<file path="src/rtl/acc_out_drain.sv">
// acc_out_drain: reads a range of accumulator words, requantises them to 8 bits and streams them out.
// Latency: start edge -> rEn next cycle -> FIFO write one cycle later -> out_valid the cycle after that.
// Backpressure: reads are issued only while FIFO occupancy plus the in-flight read leaves a free slot, so no read data is lost.
//
// Ports:
//   clk, rst_n                      clock, asynchronous active-low reset
//   start, base_addr, length,       job launch pulse and job parameters (latched in IDLE)
//   shift, relu_en
//   rEn, rAddr, rData               buffer bank read port (rData valid one cycle after rEn)
//   out_data, out_valid, out_ready  requantised activation stream (valid/ready)
//   busy, done                      job status; done pulses once per completed job

// Small generic synchronous FIFO used as the output buffer.
// Latency: a push is visible at the head the cycle after it is written.
// Backpressure: push is dropped when full, pop is ignored when empty; the caller's credit logic prevents both.
//
// Ports:
//   push/push_data  write side
//   pop             advance the head
//   head/count      current head word and occupancy (both registered state)
module acc_out_drain_fifo #(
  parameter int width = 8,
  parameter int depth = 4
) (
  input  logic                     clk,
  input  logic                     rst_n,
  input  logic                     push,
  input  logic [width-1:0]         push_data,
  input  logic                     pop,
  output logic [width-1:0]         head,
  output logic [$clog2(depth):0]   count
);

  localparam int pw = $clog2(depth);

  logic [width-1:0] mem [depth];
  logic [pw-1:0]    wr_ptr;
  logic [pw-1:0]    rd_ptr;
  logic             do_push;
  logic             do_pop;

  assign do_push = push && (count != (pw+1)'(depth));
  assign do_pop  = pop && (count != '0);
  assign head    = mem[rd_ptr];

  // Storage has no reset; the head is only used while count is non-zero.
  always_ff @(posedge clk) begin
    if (do_push) begin
      mem[wr_ptr] <= push_data;
    end
  end

  always_ff @(posedge clk or negedge rst_n) begin
    if (!rst_n) begin
      wr_ptr <= '0;
      rd_ptr <= '0;
      count  <= '0;
    end else begin
      if (do_push) begin
        wr_ptr <= wr_ptr + pw'(1);
      end
      if (do_pop) begin
        rd_ptr <= rd_ptr + pw'(1);
      end
      case ({do_push, do_pop})
        2'b10:   count <= count + (pw+1)'(1);
        2'b01:   count <= count - (pw+1)'(1);
        default: count <= count;
      endcase
    end
  end

endmodule

module acc_out_drain #(
  parameter int buffer_width      = 16,
  parameter int buffer_depth      = 8192,
  parameter int buffer_addr_width = $clog2(buffer_depth),
  parameter int out_width         = 8,
  parameter int shift_width       = 4,
  parameter int fifo_depth        = 4
) (
  input  logic                          clk,
  input  logic                          rst_n,
  input  logic                          start,
  input  logic [buffer_addr_width-1:0]  base_addr,
  input  logic [buffer_addr_width:0]    length,
  input  logic [shift_width-1:0]        shift,
  input  logic                          relu_en,
  output logic                          rEn,
  output logic [buffer_addr_width-1:0]  rAddr,
  input  logic [buffer_width-1:0]       rData,
  output logic [out_width-1:0]          out_data,
  output logic                          out_valid,
  input  logic                          out_ready,
  output logic                          busy,
  output logic                          done
);

  localparam int aw    = buffer_addr_width;
  localparam int cnt_w = $clog2(fifo_depth) + 1;

  localparam logic [aw-1:0] last_addr = aw'(buffer_depth - 1);

  // Saturation bounds expressed in the widened requantisation width.
  localparam logic signed [buffer_width:0] sat_hi = (buffer_width+1)'(2**(out_width-1) - 1);
  localparam logic signed [buffer_width:0] sat_lo = (buffer_width+1)'(-(2**(out_width-1)));

  typedef enum logic [1:0] {
    IDLE  = 2'd0,
    READ  = 2'd1,
    FLUSH = 2'd2
  } state_t;

  state_t state;
  state_t state_nxt;

  // Job context, latched at start.
  logic [aw-1:0]          addr_q;
  logic [aw:0]            remain_q;
  logic [shift_width-1:0] shift_q;
  logic                   relu_q;

  // One read can be outstanding: its data arrives the cycle after rEn.
  logic                   inflight;

  logic [cnt_w-1:0]       fifo_count;
  logic [out_width-1:0]   fifo_head;
  logic [out_width-1:0]   quant;

  logic                   credit_ok;
  logic                   issue;
  logic                   drained;
  logic                   last_issue;

  // Reserve a slot for the read already in flight so that its data always
  // finds room in the FIFO regardless of what the consumer does.
  assign credit_ok  = ({1'b0, fifo_count} + {{cnt_w{1'b0}}, inflight}) < (cnt_w+1)'(fifo_depth);
  assign issue      = (state == READ) && (remain_q != '0) && credit_ok;
  assign last_issue = issue && (remain_q == (aw+1)'(1));
  assign drained    = !inflight && (fifo_count == '0);

  // ---------------------------------------------------------------------
  // FSM: state register
  // ---------------------------------------------------------------------
  always_ff @(posedge clk or negedge rst_n) begin
    if (!rst_n) begin
      state <= IDLE;
    end else begin
      state <= state_nxt;
    end
  end

  // ---------------------------------------------------------------------
  // FSM: next state
  // ---------------------------------------------------------------------
  always_comb begin
    state_nxt = state;
    case (state)
      IDLE: begin
        if (start) begin
          state_nxt = (length == '0) ? FLUSH : READ;
        end
      end
      READ: begin
        if (last_issue) begin
          state_nxt = FLUSH;
        end
      end
      FLUSH: begin
        if (drained) begin
          state_nxt = IDLE;
        end
      end
      default: state_nxt = IDLE;
    endcase
  end

  // ---------------------------------------------------------------------
  // FSM: outputs
  // ---------------------------------------------------------------------
  // busy drops in the same cycle done pulses, so a zero-length job never
  // shows busy at all.
  always_comb begin
    rEn  = 1'b0;
    done = 1'b0;
    busy = 1'b0;
    case (state)
      READ: begin
        rEn  = issue;
        busy = 1'b1;
      end
      FLUSH: begin
        done = drained;
        busy = !drained;
      end
      default: begin
        rEn  = 1'b0;
        done = 1'b0;
        busy = 1'b0;
      end
    endcase
  end

  // ---------------------------------------------------------------------
  // Job context and read address generation
  // ---------------------------------------------------------------------
  always_ff @(posedge clk or negedge rst_n) begin
    if (!rst_n) begin
      addr_q   <= '0;
      remain_q <= '0;
      shift_q  <= '0;
      relu_q   <= 1'b0;
      inflight <= 1'b0;
    end else begin
      inflight <= issue;
      if (state == IDLE && start) begin
        addr_q   <= base_addr;
        remain_q <= length;
        shift_q  <= shift;
        relu_q   <= relu_en;
      end else if (issue) begin
        // Explicit wrap keeps the address legal for non power-of-two depths.
        addr_q   <= (addr_q == last_addr) ? '0 : addr_q + aw'(1);
        remain_q <= remain_q - (aw+1)'(1);
      end
    end
  end

  assign rAddr = addr_q;

  // ---------------------------------------------------------------------
  // Requantisation of the returning read word
  // ---------------------------------------------------------------------
  logic signed [buffer_width-1:0] x_raw;
  logic signed [buffer_width:0]   x_ext;
  logic signed [buffer_width:0]   rnd;
  logic signed [buffer_width:0]   y;

  // One extra bit of headroom keeps x + 2^(shift-1) from overflowing before
  // the shift; >>> on a signed operand gives floor, so adding half rounds
  // ties toward +infinity.
  always_comb begin
    x_raw = $signed(rData);
    if (relu_q && (x_raw < 0)) begin
      x_raw = '0;
    end
    x_ext = {x_raw[buffer_width-1], x_raw};
    rnd   = '0;
    y     = x_ext;
    if (shift_q != '0) begin
      rnd = {{buffer_width{1'b0}}, 1'b1} << (shift_q - shift_width'(1));
      y   = (x_ext + rnd) >>> shift_q;
    end
    if (y > sat_hi) begin
      quant = sat_hi[out_width-1:0];
    end else if (y < sat_lo) begin
      quant = sat_lo[out_width-1:0];
    end else begin
      quant = y[out_width-1:0];
    end
  end

  // ---------------------------------------------------------------------
  // Output FIFO
  // ---------------------------------------------------------------------
  acc_out_drain_fifo #(
    .width (out_width),
    .depth (fifo_depth)
  ) u_fifo (
    .clk       (clk),
    .rst_n     (rst_n),
    .push      (inflight),
    .push_data (quant),
    .pop       (out_valid && out_ready),
    .head      (fifo_head),
    .count     (fifo_count)
  );

  // Valid and data come straight from FIFO state; out_ready only affects
  // the pop, never the current cycle's valid.
  assign out_valid = (fifo_count != '0);
  assign out_data  = out_valid ? fifo_head : '0;

endmodule

</file>
<file path="config.mk">
export PLATFORM = sky130hd
export DESIGN_NAME = acc_out_drain
export DESIGN_NICKNAME = d
export VERILOG_FILES = /design/src/rtl/acc_out_drain.sv
export SDC_FILE = /design/constraint.sdc
export NUM_CORES = 1
export LEC_CHECK = 0
export BUFFER_PORTS_ARGS = -buffer_cell sky130_fd_sc_hd__clkbuf_2
export CAP_MARGIN = 30
export CORE_MARGIN = 4
export CORE_UTILIZATION = 30
export DETAILED_ROUTE_END_ITERATION = 12
export GPL_TIMING_DRIVEN = 0
export PLACE_DENSITY_LB_ADDON = 0.05
export SLEW_MARGIN = 0
export SYNTH_ARGS = -nofsm -noshare
export SYNTH_HDL_FRONTEND = slang
export SYNTH_HIERARCHICAL = 1
export SYNTH_SLANG_ARGS = --single-unit
</file>
<file path="constraint.sdc">
create_clock -name clk -period 4.77 [get_ports clk]
set_input_delay 0.7155 -clock clk [delete_from_list [all_inputs] [get_ports clk]]
set_output_delay 0.7155 -clock clk [all_outputs]
set_load 0.005 [all_outputs]
</file>
# Word-level counts from Yosys, hierarchy flattened

Memories as Yosys holds them, arrays and structs flattened.
Index checks and enable logic that the tools add are counted.

Bits in registers: 42
Bits in latches: 0
Bits in writable memories: 32
ROM bits: 0
Input port bits: 52
Output and inout bits: 25
Word-level logic and storage cells: 76
Memories kept: 1

Memories:

| memory     | depth | bits a word | read ports | clocked after Yosys merged registers in | write ports | line | text |
|---|---|---|---|---|---|---|---|
| u_fifo.mem | 4     | 8           | 1          | 0                                       | 1           | 36   | `logic [width-1:0] mem [depth];` |

Add/sub/neg operators: 9
Multipliers: 0
Div/mod/pow operators: 0
Order comparisons: 4
Equality and inequality tests: 10
Shift operators: 2
Muxes and demuxes: 21
Bitwise gates (word level): 0
Reductions and logical operators: 20

Operators with widths:

| operator              | number |
|---|---|
| $mux 13               | 3 |
| $mux 14               | 2 |
| $mux 8                | 3 |
| $add 16x17->17        | 1 |
| $gt 17x8->1 const B   | 1 |
| $lt 17x8->1 const B   | 1 |
| $mux 17               | 1 |
| $shl 1x4->17 const A  | 1 |
| $sshr 17x4->17        | 1 |
| $lt 16x1->1 const B   | 1 |
| $mux 16               | 1 |
| $eq 14x1->1 const B   | 1 |
| $logic_not 14->1      | 1 |
| $reduce_bool 14->1    | 1 |
| $sub 14x1->14 const B | 1 |
| $add 13x1->13 const B | 1 |
| $eq 13x13->1 const B  | 1 |
| $logic_and 1x1->1     | 9 |
| $mux 2                | 4 |
| $ne 2x2->1 const B    | 3 |
| $pmux 2 s3            | 1 |
| $pmux 3 s2            | 1 |
| $add 2x1->2 const B   | 2 |
| $add 3x1->4           | 1 |
| 16 further kinds      | 23 |

# Longest topological paths before layout

Gate-level depths: netlist of the first run.

Word-level depth: 9
Gate-level depth with buffers: 20

# Hierarchy

The synthesis of the first run kept the hierarchy.

Modules (own cells, without submodules):

| module             | instances | cells each | area an instance (um^2) |
|---|---|---|---|
| acc_out_drain      | 1         | 596        | 4312.9 |
| acc_out_drain_fifo | 1         | 79         | 1587.8 |

# Worst setup path after synthesis of the first run

Ideal clock, no wire load.

Kind: reg-to-reg
From: register shift_q[1]
To: memory u_fifo.mem[0][0], data pin
Setup time: 0.145 ns
Arrival: 4.067 ns
Data required time: 4.625 ns
Slack: 0.557 ns
Stages on the path, launching flop included: 20
Cells stage by stage: dfrtp_1 > clkbuf_1 > inv_1 > clkbuf_1 > nand2_1 > clkbuf_1 > nor2_1 > ha_1 > inv_1 > fa_1 > nand2b_1 > a21o_1 > a211oi_2 > or4_1 > and4b_4 > o211ai_1 > a31oi_2 > o2111ai_1 > o41ai_4 > o21a_1

Longest elaborated chain between the ends: 8
Elaborated cells between the ends (all ways): 10

RTL lines:

| element                | line | text |
|---|---|---|
| from (decl)            | 121  | `logic [shift_width-1:0] shift_q;` |
| from (signal assigned) | 220  | `shift_q <= shift;` |
| $sub 4x1->4            | 252  | `rnd = {{buffer_width{1'b0}}, 1'b1} << (shift_q - shift_width'(1));` |
| $shl 1x4->17           | 252  |  |
| $add 16x17->17         | 253  | `y = (x_ext + rnd) >>> shift_q;` |
| $sshr 17x4->17         | 253  |  |
| $mux 17 *              | 251  | `if (shift_q != '0) begin` |
| $lt 17x8->1            | 257  | `end else if (y < sat_lo) begin` |
| $mux 8                 | 257  |  |
| $mux 8 *               | 255  | `if (y > sat_hi) begin` |
| net quant[0]           | 129  | `logic [out_width-1:0] quant;` |
| to (decl)              | 36   |  |

Mark *: on every way through the listed nets, which the timed path passes. The rest lies on a longest branch.

# Final worst setup path of the first run

From: register shift_q[1]
To: memory u_fifo.mem[0][3], data pin

Same word-level chain as after synthesis.

==> run_results.csv, run 1 <==
group,metric,value,unit
status,status,"completed",
synth,synth-seq-cells,74,
floorplan,design.die.area,22000,um2
synth,synth.avg_cell_area,8.74,um2
critical_path,endpoint_kind,"register",
critical_path,critical_path_class,"reg -> reg",
timing,drv_slew,0,
timing,setup_viol,0,
detailed_routing,final_antenna_net_count,0,
cts,cts_root_buf,"clkbuf_16",
min_path,hp-class,"in -> async",
synth,syn_nets,756,
detailed_routing,viasPerCell,5.19,
critical_path,cp.arrival,4.71,ns
timing,tightest_slew,0.922,ns
place,post_dp_cell_area,6640,um2
synth,netlist_area,5900,um2
detailed_routing,firstDrtPassIters,5,
power_and_ir_drop,power_density,378,nW/um2
place,portBuffers,76,
cts,clk_latency,0.34,ns
timing,tns,0,ns
layout,fin_area,7110,um2
floorplan,die_x,148,um
cts,htreeDepth,3,
global_routing,track_usage,16.6,%
detailed_routing,vias,5367,
floorplan,fp.dieH,148,um
global_routing,first_global_vias,5398,
timing,finClkSkew,0.00979,ns
timing,layout_min_cycle_time,4.63,ns
cts,ctsHoldBuffers,0,
detailed_routing,wire_per_inst,17.6,um
synth,synth_seq_area_share,34.1,%
floorplan,start_util,30.4,%
layout,nets,845,
place,place_inst,1017,
place,gp_congestion,0.908,
critical_path,cp_cell_sequence,"inv_2 > buf_4 > nand2_1 > buf_2 > nor2_1 > ha_2 > inv_1 > fa_1 > nand2b_1 > a21o_1 > a211oi_4 > o21ai_1 > a31oi_1 > mux2_2 > o211ai_1 > nor3_1 > a41oi_2 > o21a_2",
global_routing,grt_max_degree,25,
global_routing,grt_pass1_wl,29200,um
timing,layout_setup_ws,0.144,ns
floorplan,num_io_pins,77,
synth,synth-edff-count,32,
place,dp_hpwl,14400,um
layout,layout-drive-gt1-share,23.9,%
critical_path,critPathLaunchType,"register",
timing,maxSlewHeadroom,38.1,%
critical_path,critical_path_required,4.85,ns
detailed_routing,wl,18200,um
detailed_routing,drc,0,
timing,finalCritPeriodShare,97.0,%
cts,cts_buffers,9,
detailed_routing,drtIter0Drc,288,
critical_path,slowest_stage,"dfrtp_2",
layout,syn2layout_area_growth,20.6,%
layout,num_antenna_cells,0,
power_and_ir_drop,p_leak,2.78,nW
synth,synthCells,675,
layout,fin_cells,1034,
cts,cts.path.max_buffers,2,
timing,fmax,0.216,GHz
critical_path,max_stage_delay,0.47,ns
global_routing,gr-total-overflow,0,
synth,ys.flop_type,"dfrtp_1",
cts,cts_tree,"yes",
floorplan,placementRows,51,
layout,layout_common_cells,"85 x nor2_1, 79 x clkbuf_2, 64 x a21oi_1",
synth,async_flop_share,56.8,%
synth,synthDistinctLibCells,76,
synth,synth_warnings,6,
place,dp_slack,-0.688,ns
timing,timing_hold_violations_final,0,
run,max_cap_violations,0,
layout,mostFrequentLayoutCell,"nor2_1",
global_routing,antenna_found_initial,0,
critical_path,critPathMaxFanout,10,
power_and_ir_drop,max-vdd-ir-drop,173,uV
critical_path,cpLargestDelayFamily,"compound AO/OA/AOI/OAI gates",
critical_path,cp.buffers_inverters,4,
floorplan,core_area,19400,um2
cts,cts.sinks,74,
cts,clk_pin_slew,0.07,ns
[flip-flops by register name, indices dropped and copies added, names as in the netlist]
name and cells:
relu_q 1, shift_q 4, state 2, u_fifo/rd_ptr 2
inflight 1, remain_q 14, rAddr 13, u_fifo/wr_ptr 2
u_fifo/mem 32, u_fifo/count 3
[cell families after synthesis]
group                      share of synthesized area, %
muxes                                              5.92
xor gates and xnor gates                           5.75
buffers and inverters                              3.99
adders and majority gates                          6.40
AOI/OAI and AO/OA                                  22.3
and+or+nand+nor                                    21.5
DFF                                                34.1
[repair_timing]
item | in CTS | in global routing
setup buffers | 1 | 3
cloned | 0 | 0
pin swaps | 2 | 5
resized for setup | 14 | 32
setup endpoints to repair | 28 | 28
[cell usage after synthesis (all sizes together), types with 5 or more instances]
library cell	instances	area share (%)
a211oi	18	2.8
a21oi	70	6.2
a31oi	10	1.2
and2	30	3.2
and3	10	1.1
buf	11	0.98
clkbuf	24	1.5
dfrtp	42	18
edfxtp	32	16
ha	27	5.7
inv	23	1.5
mux2	9	1.8
mux2i	6	1.1
mux4	8	3.1
nand2	62	4.0
nand3	5	0.42
nand4	12	1.3
nor2	89	5.7
nor2b	8	0.85
nor3	14	1.3
nor3b	5	0.64
nor4	7	0.74
o211ai	12	1.6
o21a	11	1.4
o21ai	31	2.6
o31ai	7	0.89
xnor2	19	2.9
xor2	18	2.8
[where the power goes]
group | internal (mW) | switching, mW | leakage (nW)
clock | 0.416 | 0.291 | 0.150
combinational | 0.465 | 0.505 | 1.87
sequential | 0.864 | 0.147 | 0.761
total | 1.74 | 0.943 | 2.78
[per-layer routing]
metal / up-vias / routed length, um / track usage (%)
li1: 2643 / - / -
met1: 2591 / 8650 / 23.1
met2: 112 / 8630 / 27.1
met3: 21 / 665 / 2.56
met4: 0 / 281 / 4.62
met5: - / 0 / 0
[per-stage QoR]
stage               hold slack [ns]  total power, mW  util [%]
finish                        0.416             2.69      36.7
global route                  0.475             2.89      36.7
CTS                           0.446             2.73      36.1
detailed placement            0.563             2.00      34.2
global placement              0.555             1.96      34.1
floorplan                     0.420             1.64         -
[final cells by class]
class / instances / area [um2]
fill: 2053 / 12300
multi-input combinational: 543 / 3770
sequential: 74 / 2010
timing repair buffer: 81 / 442
tap: 265 / 332
clock buffer: 9 / 225
buffer: 32 / 155
clock inverter: 7 / 86.3
inverter: 23 / 86.3
[final timing paths]
path / start / endpoint / slack [ns] / cells after the start
max in group asynchronous: rst_n / shift_q[1]$_DFFE_PN0P_ / 3.79 / 2
worst min-delay path: rst_n / u_fifo/count[1]$_DFFE_PN0P_ / 0.42 / 1
worst max register to register: shift_q[1]$_DFFE_PN0P_ / u_fifo/mem[0][3]$_DFFE_PP_ / 0.14 / 18
worst min register to register: remain_q[6]$_DFFE_PN0P_ / remain_q[6]$_DFFE_PN0P_ / 0.57 / 2
worst max-delay path: shift_q[1]$_DFFE_PN0P_ / u_fifo/mem[0][3]$_DFFE_PP_ / 0.14 / 18
min in group clk: remain_q[6]$_DFFE_PN0P_ / remain_q[6]$_DFFE_PN0P_ / 0.57 / 2
Power figures use the tool's default switching activity.
==> inputs of run 2 (changes only) <==
--- a/config.mk
+++ b/config.mk
@@ -5,6 +5,7 @@
 export SDC_FILE = /design/constraint.sdc
 export NUM_CORES = 1
 export LEC_CHECK = 0
+export ABC_AREA = 1
 export BUFFER_PORTS_ARGS = -buffer_cell sky130_fd_sc_hd__clkbuf_2
 export CAP_MARGIN = 30
 export CORE_MARGIN = 4
==> run 2 against run 1 <==
Net effect: worst hold slack worse by 0.17 ns; total power up 83%; via count grew 7.3%; critical path depth grew 8; die area up 5.0%; critical path type unchanged; fmax is 11% higher; worst setup slack gained 0.44 ns.
==> run_results.csv, run 2 <==
group,metric,value,unit
detailed_routing,met1_length,9340,um
global_routing,track_usage,16.1,%
critical_path,crit_path_end,"u_fifo/mem[0][4]$_DFFE_PP_",
synth,synth-simple-area-share,35.5,%
place,dp_slack,0.276,ns
global_routing,grt_max_degree,33,
detailed_routing,vias,5757,
layout,max_flop_register,"u_fifo/mem",
critical_path,max_stage_delay,0.39,ns
layout,nets,1068,
synth,netlist_area,6210,um2
cts,cts_root_buf,"clkbuf_16",
critical_path,startpoint,"shift_q[2]$_DFFE_PN0P_",
critical_path,critical_path_class,"reg -> reg",
place,portBuffers,76,
floorplan,start_util,30.6,%
synth,synthCells,899,
synth,synth_xor_area_share,2.96,%
synth,yosys.area.top_type_share,16.9,%
critical_path,critical_path_required,4.83,ns
detailed_routing,viasPerCell,4.56,
synth,synth-seq-cells,74,
synth,ys.flop_type,"dfrtp_1",
layout,layout_common_cells,"246 x nand2_1, 137 x inv_1, 90 x nor2_1",
floorplan,design.die.area,23100,um2
synth,synth_warnings,6,
timing,rsz0062_at_grt,"false",
critical_path,cp.arrival,4.24,ns
cts,cts_tree,"yes",
cts,cts.sinks,74,
cts,htreeDepth,3,
timing,setup_viol,0,
cts,clk_pin_slew,0.06,ns
layout,syn2layout_area_growth,17.3,%
synth,synth-edff-count,32,
status,status,"completed",
cts,cts.path.max_buffers,2,
floorplan,num_io_pins,77,
floorplan,core_area,20300,um2
critical_path,critPathMaxFanout,10,
synth,synth_top_family_by_area,"simple AND/OR/NAND/NOR gates",
timing,timing_hold_violations_final,0,
detailed_routing,routed-wl-met3,347,um
synth,synth-compound-area-share,11.3,%
synth,synthTopCellsByArea,"dfrtp_1 17%, edfxtp_1 15%, nand2_1 15%, inv_1 8.3%, nand3_1 7.0%",
synth,async_flop_share,56.8,%
synth,synth.avg_cell_area,6.91,um2
layout,fin_cells,1262,
place,gp_congestion,0.834,
critical_path,slowest_stage,"fa_1",
critical_path,rrSetupSlack,0.59,ns
global_routing,antenna_found_initial,0,
floorplan,fp.dieH,152,um
cts,cts_buffers,9,
synth,synth.most_common_cell,"nand2_1",
detailed_routing,firstDrtPassIters,4,
detailed_routing,wl,18600,um
detailed_routing,top_layer_used,"met4",
detailed_routing,final_antenna_net_count,0,
timing,tightest_slew,0.820,ns
detailed_routing,wl_met2,8720,um
synth,synthMuxAreaShare,0.161,%
critical_path,path_common_cell,"nand3_1",
detailed_routing,wire_per_inst,14.7,um
timing,fmax,0.239,GHz
synth,synthTopCellsByCount,"246 x nand2_1, 137 x inv_1, 90 x nor2_1",
synth,yosys.area_share.adder,6.08,%
min_path,hp-class,"in -> async",
cts,clk_latency,0.34,ns
power_and_ir_drop,power_density,673,nW/um2
timing,tns,0,ns
timing,layout_setup_ws,0.587,ns
timing,maxSlewHeadroom,45.1,%
layout,num_antenna_cells,0,
critical_path,ff2ff_path_depth,26,
floorplan,die_x,152,um
timing,drv_slew,0,
layout,layout-drive-gt1-share,16.8,%
layout,mostFrequentLayoutCell,"nand2_1",
critical_path,r2r_start,"shift_q[2]$_DFFE_PN0P_",
critical_path,r2r-end,"u_fifo/mem[0][4]$_DFFE_PP_",
layout,largest_reg_flops,32,
place,dp_hpwl,15200,um
timing,finClkSkew,0.0124,ns
timing,finalCritPeriodShare,87.7,%
synth,syn_nets,980,
power_and_ir_drop,p_leak,3.70,nW
detailed_routing,drc,0,
power_and_ir_drop,max-vdd-ir-drop,245,uV
global_routing,first_global_vias,5842,
timing,layout_min_cycle_time,4.18,ns
critical_path,endpoint_kind,"register",
global_routing,gr-total-overflow,0,
place,place_inst,1246,
critical_path,critPathLaunchType,"register",
detailed_routing,drtIter0Drc,241,
run,max_cap_violations,0,
synth,synth_seq_area_share,32.4,%
timing,holdWs,0.250,ns
floorplan,placementRows,52,
synth,synthDistinctLibCells,53,
global_routing,grt_pass1_wl,30300,um
power_and_ir_drop,p_total,4.91,mW
synth,yosysTopAreaCell,"dfrtp_1",
cts,post-cts-setup-buffers,0,
-- run 2: cell types whose count changed in the layout (fill, tap and decap cells not counted), sizes merged, moves of 9 or more --
cell	previous run	this run
inv	26	155
a211oi	18	1
nand2	62	262
nand3	5	101
xnor2	19	8
o211ai	12	24
mux2	9	0
and2	30	1
o21a	11	1
and3	10	0
a21oi	70	26
-- run 2: routing by layer --
layer / GRT usage (%) / vias up
li1: - / 3076
met1: 22.1 / 2607
met2: 26.7 / 61
met3: 2.53 / 13
met4: 3.64 / 0
met5: 0 / -
-- run 2: kinds of logic after synthesis --
group / count (synthesis)
xor+xnor: 21
flops: 74
compound gates: 111
fa+ha+maj: 29
mux: 1
simple gates: 482
buf+inv: 181
-- run 2: critical path, delay by kind of cell (launching register included) --
kind,cells,cell delay [ns]
flip-flops,1,0.35
buffers and inverters,6,0.99
AND/OR/NAND/NOR,18,1.91
adder cells (fa/ha/maj),2,0.62
-- run 2: through the flow --
stage	utilization (%)	cell area, um2
floorplan	-	6210
global placement	34.2	6930
detailed placement	34.3	6950
CTS	35.9	7290
global route	35.9	7290
finish	35.9	7290
-- run 2: what timing repair did --
item                                    4_1_cts  5_1_grt
resized for setup                             0        1
endpoints found under the setup margin        0       12
hold buffers                                  0        0
-- run 2: worst min path at each step --
stage / startpoint / endpoint / slack [ns] / depth (start not counted)
2_1_floorplan: rst_n / inflight$_DFF_PN0_ / 0.42 / 0
3_3_place_gp: relu_q$_DFFE_PN0P_ / relu_q$_DFFE_PN0P_ / 0.51 / 2
3_5_place_dp: relu_q$_DFFE_PN0P_ / relu_q$_DFFE_PN0P_ / 0.51 / 2
4_1_cts: rst_n / state[0]$_DFFE_PN0P_ / 0.25 / 1
5_1_grt: rst_n / state[0]$_DFFE_PN0P_ / 0.26 / 1
6_report: rst_n / state[0]$_DFFE_PN0P_ / 0.25 / 1
-- run 2: power by group --
group / switching [mW] / internal, mW
sequential: 0.187 / 0.973
combinational: 1.95 / 1.02
clock: 0.272 / 0.511
-- run 2: cell type report --
type                       instances  area (um2)
sequential                        74        2010
timing repair buffer              77         400
multi-input combinational        644        3480
tap                              270         338
clock buffer                      11         233
clock inverter                     5         103
inverter                         155         582
buffer                            26         140
fill                            2301       13000
==> inputs of run 3 (changes only) <==
==> constraint.sdc (replaced) <==
create_clock -name clk -period 3.75 [get_ports clk]
set_input_delay 0.5625 -clock clk [delete_from_list [all_inputs] [get_ports clk]]
set_output_delay 0.5625 -clock clk [all_outputs]
set_load 0.005 [all_outputs]
==> run 3 against run 2 <==
Net effect: cell count rose by 1.7%; non-clock buffer count increased by 22; via count increased by 3.3%; sequential power rose by 27%; largest power group unchanged.
==> run_results.csv, run 3 (synthesis gave the netlist of run 2 again) <==
group,metric,value,unit
layout,max_flop_register,"u_fifo/mem",
place,portBuffers,76,
power_and_ir_drop,combPwrFrac,64.4,%
cts,clk_latency,0.34,ns
critical_path,critical_path_class,"reg -> reg",
detailed_routing,viasPerCell,4.63,
timing,layout_setup_ws,0.215,ns
timing,maxSlewHeadroom,43.9,%
critical_path,rrSetupSlack,0.22,ns
global_routing,first_global_vias,5868,
critical_path,critical_path_required,3.84,ns
layout,utilization,38.7,%
power_and_ir_drop,seq_power_share,21.3,%
cts,cts.path.max_buffers,2,
layout,largest_reg_flops,32,
critical_path,critPathLaunchType,"register",
cts,clk_pin_slew,0.06,ns
layout,layout_common_cells,"225 x nand2_1, 133 x inv_1, 79 x clkbuf_2",
place,post_dp_cell_area,6950,um2
detailed_routing,vias,5949,
power_and_ir_drop,max-vdd-ir-drop,379,uV
timing,drv_slew,0,
timing,fmax,0.283,GHz
critical_path,ff2ff_path_depth,26,
place,place_inst,1246,
critical_path,cp.arrival,3.62,ns
critical_path,endpoint_kind,"register",
detailed_routing,wl_met2,9040,um
timing,finClkSkew,0.0121,ns
critical_path,startpoint,"shift_q[0]$_DFFE_PN0P_",
min_path,hp-class,"in -> async",
global_routing,track_usage,16.2,%
detailed_routing,final_antenna_net_count,0,
critical_path,critPathMaxFanout,10,
detailed_routing,top_layer_used,"met4",
global_routing,gr-total-overflow,0,
critical_path,r2r-end,"u_fifo/mem[0][4]$_DFFE_PP_",
status,status,"completed",
detailed_routing,met1_length,9280,um
timing,holdWs,0.0960,ns
critical_path,r2r_start,"shift_q[0]$_DFFE_PN0P_",
critical_path,crit_path_end,"u_fifo/mem[0][4]$_DFFE_PP_",
cts,htreeDepth,3,
floorplan,start_util,30.6,%
detailed_routing,firstDrtPassIters,5,
power_and_ir_drop,switching_power,3.39,mW
layout,mostFrequentLayoutCell,"nand2_1",
layout,layout-drive-gt1-share,25.8,%
global_routing,grt_pass1_wl,30500,um
timing,timing_hold_violations_final,0,
cts,cts_root_buf,"clkbuf_16",
place,gp_congestion,0.834,
cts,cts_tree,"yes",
detailed_routing,wire_per_inst,14.8,um
layout,fin_area,7850,um2
floorplan,core_area,20300,um2
power_and_ir_drop,power_density,882,nW/um2
timing,setup_viol,0,
detailed_routing,drtIter0Drc,263,
layout,nets,1090,
timing,tns,0,ns
place,dp_slack,-0.640,ns
floorplan,num_io_pins,77,
power_and_ir_drop,clkPwrFrac,14.4,%
timing,tightest_slew,0.838,ns
detailed_routing,wl,19000,um
floorplan,design.die.area,23100,um2
place,dp_hpwl,15200,um
detailed_routing,routed-wl-met3,500,um
cts,cts_buffers,9,
power_and_ir_drop,p_leak,3.92,nW
floorplan,fp.dieH,152,um
timing,layout_min_cycle_time,3.53,ns
global_routing,antenna_found_initial,0,
cts,cts.sinks,74,
layout,num_antenna_cells,0,
run,max_cap_violations,0,
floorplan,die_x,152,um
power_and_ir_drop,p_total,6.92,mW
layout,syn2layout_area_growth,26.3,%
global_routing,grt_max_degree,33,
power_and_ir_drop,intPower,3.53,mW
power_and_ir_drop,switching_share,48.9,%
detailed_routing,drc,0,
timing,finalCritPeriodShare,94.3,%
layout,fin_cells,1284,
floorplan,placementRows,52,
## run 3: cell types whose count changed in the layout (fill, tap and decap cells not counted), sizes merged
| cell | previous run | this run |
|---|---|---|
| buf | 15 | 41 |
| clkbuf | 99 | 95 |
| clkinvlp | 0 | 1 |
| inv | 155 | 154 |
## run 3: critical path, cell delays in order, from the launching register on
cell and delay (ns):
dfrtp_1 0.36, buf_6 0.13, inv_4 0.06, buf_8 0.14, nor2_4 0.14, nand2_2 0.09
nor2_2 0.10, ha_2 0.18, inv_1 0.06, fa_2 0.37, inv_2 0.07, nand3_1 0.07
nand2_2 0.09, nand2_2 0.06, nand2_4 0.10, nand2_4 0.08, nand3_4 0.12, nand3_4 0.09
nand3_2 0.08, nand3_1 0.10, nand3_1 0.08, nand2_1 0.09, nor2_1 0.08, and2_1 0.14
nand3_2 0.13, nand2_8 0.17, nand2_4 0.08
## run 3: repair_timing
action                                 4_1_cts  5_1_grt
setup endpoints to repair                   28       28
endpoints found under the hold margin        0        0
cloned                                       0        1
hold buffers                                 0        0
resized for setup                           29       92
setup buffers                                6       16
pin swaps                                    1       21
## run 3: per-layer routing
layer / global-route usage, % / vias up
met5: 0 / -
met4: 3.64 / 0
met3: 2.53 / 17
met2: 26.9 / 92
met1: 22.3 / 2712
li1: - / 3128
## run 3: worst min-delay path by stage
stage / start / endpoint / slack (ns)
2_1_floorplan: rst_n / inflight$_DFF_PN0_ / 0.27
3_3_place_gp: relu_q$_DFFE_PN0P_ / relu_q$_DFFE_PN0P_ / 0.51
3_5_place_dp: rst_n / state[0]$_DFFE_PN0P_ / 0.47
4_1_cts: rst_n / state[0]$_DFFE_PN0P_ / 0.1
5_1_grt: rst_n / state[0]$_DFFE_PN0P_ / 0.10
6_report: rst_n / state[0]$_DFFE_PN0P_ / 0.1
## run 3: layout make-up
cell class	count	area, um2
plain buffers	25	190
clock buffers	11	233
clock inverters	5	103
fillers	2269	12400
inverters	155	591
multi-input cells	644	3810
flip-flops and latches	74	2010
well taps	270	338
repair buffers	100	571
## run 3: power by group through the flow
| stage | sequential [mW] | clock, mW | combinational (mW) |
|---|---|---|---|
| after CTS | 1.48 | 1.02 | 3.97 |
| after detailed placement | 1.49 | 0 | 3.81 |
| after global placement | 1.49 | 0 | 3.82 |
| after global routing | 1.51 | 1.05 | 5.01 |
| after floorplan | 1.43 | 0 | 2.75 |
| final | 1.47 | 0.995 | 4.45 |
